### src/rtl/cpu_id_hazard.sv
// ID-stage load-use hazard unit.
// Keeps a small countdown per architectural register that marks a load whose
// data has not yet reached a forwarding channel. Operand values come from the
// youngest forwarding channel that writes the source register, or otherwise
// from the register file.
module cpu_id_hazard #(
    parameter int NUM_FWD  = 2,
    parameter int LOAD_LAT = 1
) (
    input  logic                    clk,
    input  logic                    rst,
    input  logic                    flush,
    input  logic                    stall_ext,
    input  logic                    id_valid,
    input  logic [4:0]              raddr1,
    input  logic [4:0]              raddr2,
    input  logic [31:0]             rdata1_i,
    input  logic [31:0]             rdata2_i,
    input  logic                    issue_we,
    input  logic                    issue_is_load,
    input  logic [4:0]              issue_waddr,
    input  logic [NUM_FWD-1:0]      fwd_we,
    input  logic [NUM_FWD*5-1:0]    fwd_waddr,
    input  logic [NUM_FWD*32-1:0]   fwd_wdata,
    output logic [31:0]             reg1_o,
    output logic [31:0]             reg2_o,
    output logic                    stall_req,
    output logic                    issue_fire,
    output logic [31:0]             busy_mask
);

    localparam logic [2:0] LAT = 3'(LOAD_LAT);

    // Operand select: register 0 reads as zero, then the lowest-numbered
    // (youngest) matching forwarding channel, then the register file.
    function automatic logic [31:0] fwd_select(
        input logic [4:0]            addr,
        input logic [31:0]           rf_data,
        input logic [NUM_FWD-1:0]    we,
        input logic [NUM_FWD*5-1:0]  waddr,
        input logic [NUM_FWD*32-1:0] wdata
    );
        logic [31:0] sel;
        sel = rf_data;
        // Walk from oldest to youngest so the youngest match is written last.
        for (int k = NUM_FWD - 1; k >= 0; k--) begin
            if (we[k] && (waddr[5*k +: 5] == addr)) begin
                sel = wdata[32*k +: 32];
            end
        end
        if (addr == 5'd0) begin
            sel = '0;
        end
        return sel;
    endfunction

    // Hazard-safe operand values.
    always_comb begin
        reg1_o = fwd_select(raddr1, rdata1_i, fwd_we, fwd_waddr, fwd_wdata);
        reg2_o = fwd_select(raddr2, rdata2_i, fwd_we, fwd_waddr, fwd_wdata);
    end

    // Load-use stall and issue decision; busy_mask[0] is constant zero so the
    // lookups below already treat $0 as never pending.
    always_comb begin
        stall_req  = id_valid &&
                     (((raddr1 != 5'd0) && busy_mask[raddr1]) ||
                      ((raddr2 != 5'd0) && busy_mask[raddr2]));
        issue_fire = id_valid && !stall_req && !stall_ext;
    end

    assign busy_mask[0] = 1'b0;

    // One pending-load countdown per register $1..$31.
    generate
        for (genvar gi = 1; gi < 32; gi++) begin : g_cnt
            logic [2:0] cnt_reg;
            logic [2:0] cnt_next;
            logic       hit;

            assign hit = issue_fire && issue_we && (issue_waddr == 5'(gi));

            // Next count: flush clears, external stall holds, otherwise count
            // down; a new issue to this register overrides the countdown
            // (a load re-arms it, an ALU write supersedes the pending load).
            always_comb begin
                cnt_next = cnt_reg;
                if (flush) begin
                    cnt_next = '0;
                end else if (!stall_ext) begin
                    if (cnt_reg != 3'd0) begin
                        cnt_next = cnt_reg - 3'd1;
                    end
                    if (hit) begin
                        cnt_next = issue_is_load ? LAT : 3'd0;
                    end
                end
            end

            // Counter register with synchronous reset.
            always_ff @(posedge clk) begin
                if (rst) begin
                    cnt_reg <= '0;
                end else begin
                    cnt_reg <= cnt_next;
                end
            end

            assign busy_mask[gi] = (cnt_reg != 3'd0);
        end
    endgenerate

endmodule
### config.mk
export PLATFORM = sky130hd
export DESIGN_NAME = cpu_id_hazard
export DESIGN_NICKNAME = d
export VERILOG_FILES = /design/src/rtl/cpu_id_hazard.sv
export SDC_FILE = /design/constraint.sdc
export NUM_CORES = 1
export LEC_CHECK = 0
export CAP_MARGIN = 40
export CORE_MARGIN = 2
export CORE_UTILIZATION = 53
export CTS_CLUSTER_SIZE = 8
export DETAILED_ROUTE_END_ITERATION = 8
export GPL_ROUTABILITY_DRIVEN = 0
export HOLD_SLACK_MARGIN = 0.1
export PLACE_DENSITY = 0.89
export SYNTH_ARGS = -nofsm -noshare
export SYNTH_HDL_FRONTEND = slang
export SYNTH_SLANG_ARGS = --single-unit
export TNS_END_PERCENT = 5
### constraint.sdc
create_clock -name clk -period 4.4 [get_ports clk]
set_clock_uncertainty 0.15 [all_clocks]
set_input_delay 0.66 -clock clk [delete_from_list [all_inputs] [get_ports clk]]
set_output_delay 0.66 -clock clk [all_outputs]
set_load 0.01 [all_outputs]
==> results of run 1 <==
[worst max-delay path: cells and delay by family]
kind                   cells  cell delay, ns
AO/OA/AOI/OAI              1            0.31
multiplexers               1            0.09
XOR/XNOR                   1            0.25
buffers and inverters      4            1.54
AND/OR/NAND/NOR            2            0.63
[repair_timing]
item | in CTS | in global routing
setup endpoints to repair | 0 | 2
gates resized for setup | 0 | 2
hold buffers | 0 | 0
[cell type report]
cell class                      instances  area [um2]
Antenna cell                            3        7.51
Clock buffer                           12         256
Clock inverter                          4        70.1
Fill cell                            1223        4320
Inverter                               96         360
Multi-Input combinational cell        886        6270
Sequential cell                        93        1860
Tap cell                              220         275
Timing Repair Buffer                  311        3040
[stage by stage]
stage	instances	cell area [um2]	power (uW)	worst slack [ns]	hold WS [ns]
2_1_floorplan	1165	8860	1110	0.808	0.322
3_3_place_gp	1603	11800	1440	0.130	0.332
3_5_place_dp	1606	11800	1440	0.101	0.347
4_1_cts	1622	12100	2300	0.0832	0.356
5_1_grt	1622	12100	2370	0.0275	0.371
6_report	1625	12100	2320	0.108	0.356
[Yosys cell counts (26+ instances only)]
master | number | area share [%]
sky130_fd_sc_hd__nand3_1 | 46 | 2.6
sky130_fd_sc_hd__clkbuf_1 | 58 | 2.5
sky130_fd_sc_hd__a211oi_1 | 99 | 8.4
sky130_fd_sc_hd__nor4_1 | 33 | 2.3
sky130_fd_sc_hd__dfxtp_1 | 93 | 21
sky130_fd_sc_hd__nand2_1 | 54 | 2.3
sky130_fd_sc_hd__nor3_1 | 43 | 2.4
sky130_fd_sc_hd__nor2_1 | 143 | 6.1
sky130_fd_sc_hd__mux2i_1 | 100 | 11
sky130_fd_sc_hd__inv_1 | 90 | 3.8
sky130_fd_sc_hd__o211ai_1 | 26 | 2.2
sky130_fd_sc_hd__nor2b_1 | 61 | 4.3
sky130_fd_sc_hd__ha_1 | 62 | 8.8
[kinds of logic (layout without fill, tap and decap cells)]
logic type               Yosys count  after routing  share of synthesized area [%]
AO/OA/AOI/OAI                    210            210                           17.1
XOR/XNOR                          20             20                           1.98
adder cells (fa/ha/maj)           62             62                           8.76
buffers and inverters            186            423                           8.57
flip-flops                        93             93                           21.0
multiplexers                     110            110                           13.8
other                              1              4                         0.0423
AND/OR/NAND/NOR                  483            483                           28.7
[routing by layer]
metal	up-vias	GRT usage, %	wire length [um]
met2	635	60.3	15600
met5	-	0	0
li1	4676	-	-
met4	0	13.4	1120
met1	4813	46.8	13400
met3	93	9.02	3660
[power by group through the flow]
stage | clock network (uW) | registers, uW | logic, uW
after global routing | 907 | 841 | 625
after global placement | 0 | 861 | 580
after CTS | 871 | 842 | 588
after floorplan | 0 | 861 | 246
after detailed placement | 0 | 861 | 583
final | 878 | 842 | 600
[worst min path at each step]
stage,endpoint,cells past startpoint
after global routing,g_cnt[3].cnt_reg[0]$_SDFFE_PP0P_,2
after global placement,g_cnt[23].cnt_reg[0]$_SDFFE_PP0P_,2
after detailed placement,g_cnt[23].cnt_reg[0]$_SDFFE_PP0P_,2
after floorplan,g_cnt[10].cnt_reg[0]$_SDFFE_PP0P_,2
after CTS,g_cnt[23].cnt_reg[0]$_SDFFE_PP0P_,2
final,g_cnt[6].cnt_reg[0]$_SDFFE_PP0P_,2
==> run summary, run 1 <==
Maximum fanout along the worst path -> 8
Root cell of the clock tree -> sky130_fd_sc_hd__clkbuf_16
Final hold violation count -> 0
Area of the die -> 17,800 um2
Worst slew margin relative to its limit -> 37.7%
Relative contribution of the clock network to total power -> 37.8%
Required time worst endpoint -> 3.59 ns
Number of synthesis warnings -> 0
Drt first pass iters -> 6
Number of max-cap violations -> 0
Switching part of the total power -> 27.7%
Worst path cell trace -> clkdlybuf4s50_1 -> xor2_1 -> nor4_1 -> and3_2 -> buf_4 -> mux2i_1 -> a211oi_1 -> buf_4 -> clkdlybuf4s50_1
CTS tree -> built
Startpoint of the worst setup timing path -> raddr2[2]
# IOs -> 260
Number of buffers added by the clock tree synthesis step -> 9
Max H-tree Level -> 3
Logic pwr share -> 25.9%
Critical path class -> in2out
Sequential Power Share -> 36.3%
Clock sinks -> 93
GRT overflow -> 0
Async set-or-reset flop fraction in the synthesized netlist -> 0%
Flop2flop setup slack -> 0.61 ns
Fraction of final layout cells with drive strength greater than 1 -> 7.56%
Largest net degree at the start of global routing -> 84
Power density over the cells -> 191 nW/um2
Count of endpoints failing setup in the final report -> 0
Dpl hpwl -> 25.1 mm
Chip Width -> 133 um
Type of the worst min-delay path -> reg2reg
Clock Pin Slew Worst Setup and Hold Paths -> 0.07 ns
# Post-CTS Setup Buffers -> 0
Number of flops mapped to enable cells by yosys -> 0
Cell at the slowest stage of the critical path -> sky130_fd_sc_hd__clkdlybuf4s50_1
Number of distinct standard cells referenced by the synthesized netlist -> 59
Total nets after synthesis -> 1,389
Input/output buffers -> 258
Vertical die dimension -> 133 um
Routed len/inst -> 20.8 um
Result of the run -> finished clean
Internal power contribution -> 1680 uW
Setup repair after global routing missed its margin -> no
Antenna violation net count after detailed routing -> 0
Global routing usage summed across all routing layers -> 36.7%
Core outline area -> 16,500 um2
Setup TNS -> 0 ns
Category of the worst setup path capture point -> primary output
Vias after detailed routing -> 10,200
Commonest register cell after synthesis -> sky130_fd_sc_hd__dfxtp_1
Synthesized area -> 8860 um2
Number of cell instances on the worst register-to-register path -> 12
Tcrit/Tclk final -> 97.5%
Leading cell type in the layout, fill and taps excluded -> sky130_fd_sc_hd__clkdlybuf4s50_1
Sequential element share of the synthesized area -> 21.0%
Area added between synthesis and finish -> 37.1%
Via density -> 6.29
Synth Area per Inst -> 7.60 um2
Cell row count -> 47
Worst hold path startpoint -> g_cnt[6].cnt_reg[0]$_SDFFE_PP0P_
Peak ir drop on the vdd network -> 161 uV
Remaining routing DRC violations -> 0
Initial core utilization -> 53.8%
Later-pin clock latency in the skew report -> 0.36 ns
Total wirelength of the detailed-routed design -> 33.8 mm
First-pass GRT wire length -> 52.0 mm
Psw -> 642 uW
Maximum achievable frequency -> 0.233 GHz
Startpoint Class -> primary input
Slowest cell delay on critical path -> 0.61 ns
End-of-flow core utilization -> 73.7%
Maximum clock insertion buffer count -> 2
Cell count after synthesis -> 1,165
Antenna violations before repair -> 2
Final net count -> 1,621
Reg-to-Reg End -> g_cnt[10].cnt_reg[2]$_SDFFE_PP0P_
Crit path DAT -> 3.48 ns
Source of the worst register-to-register timing path -> g_cnt[20].cnt_reg[0]$_SDFFE_PP0P_
Violation count after the first detailed-route iteration -> 1,035
Most frequent cells in the layout -> sky130_fd_sc_hd__clkdlybuf4s50_1 (256), sky130_fd_sc_hd__nor2_1 (142), sky130_fd_sc_hd__mux2i_1 (100)
Termination of the worst setup path -> reg2_o[21]
Worst Max-Slew Pin Slew -> 0.926 ns
Number of max-slew violations in the final report -> 0
Tmin final -> 4.29 ns
Leakage dissipation -> 0.00459 uW
Number of flip-flops in the largest register -> 93
Number of storage elements in the synthesis netlist -> 93
Via count of the first global-routing pass -> 9,599
(Power assumes the default switching activity.)
==> run 2, diff against run 1 <==
Settings changed: CTS_CLUSTER_SIZE 8 to unset.
==> results of run 2 <==
Same layout as run 1: the final DEF is identical, and so are final timing and power.
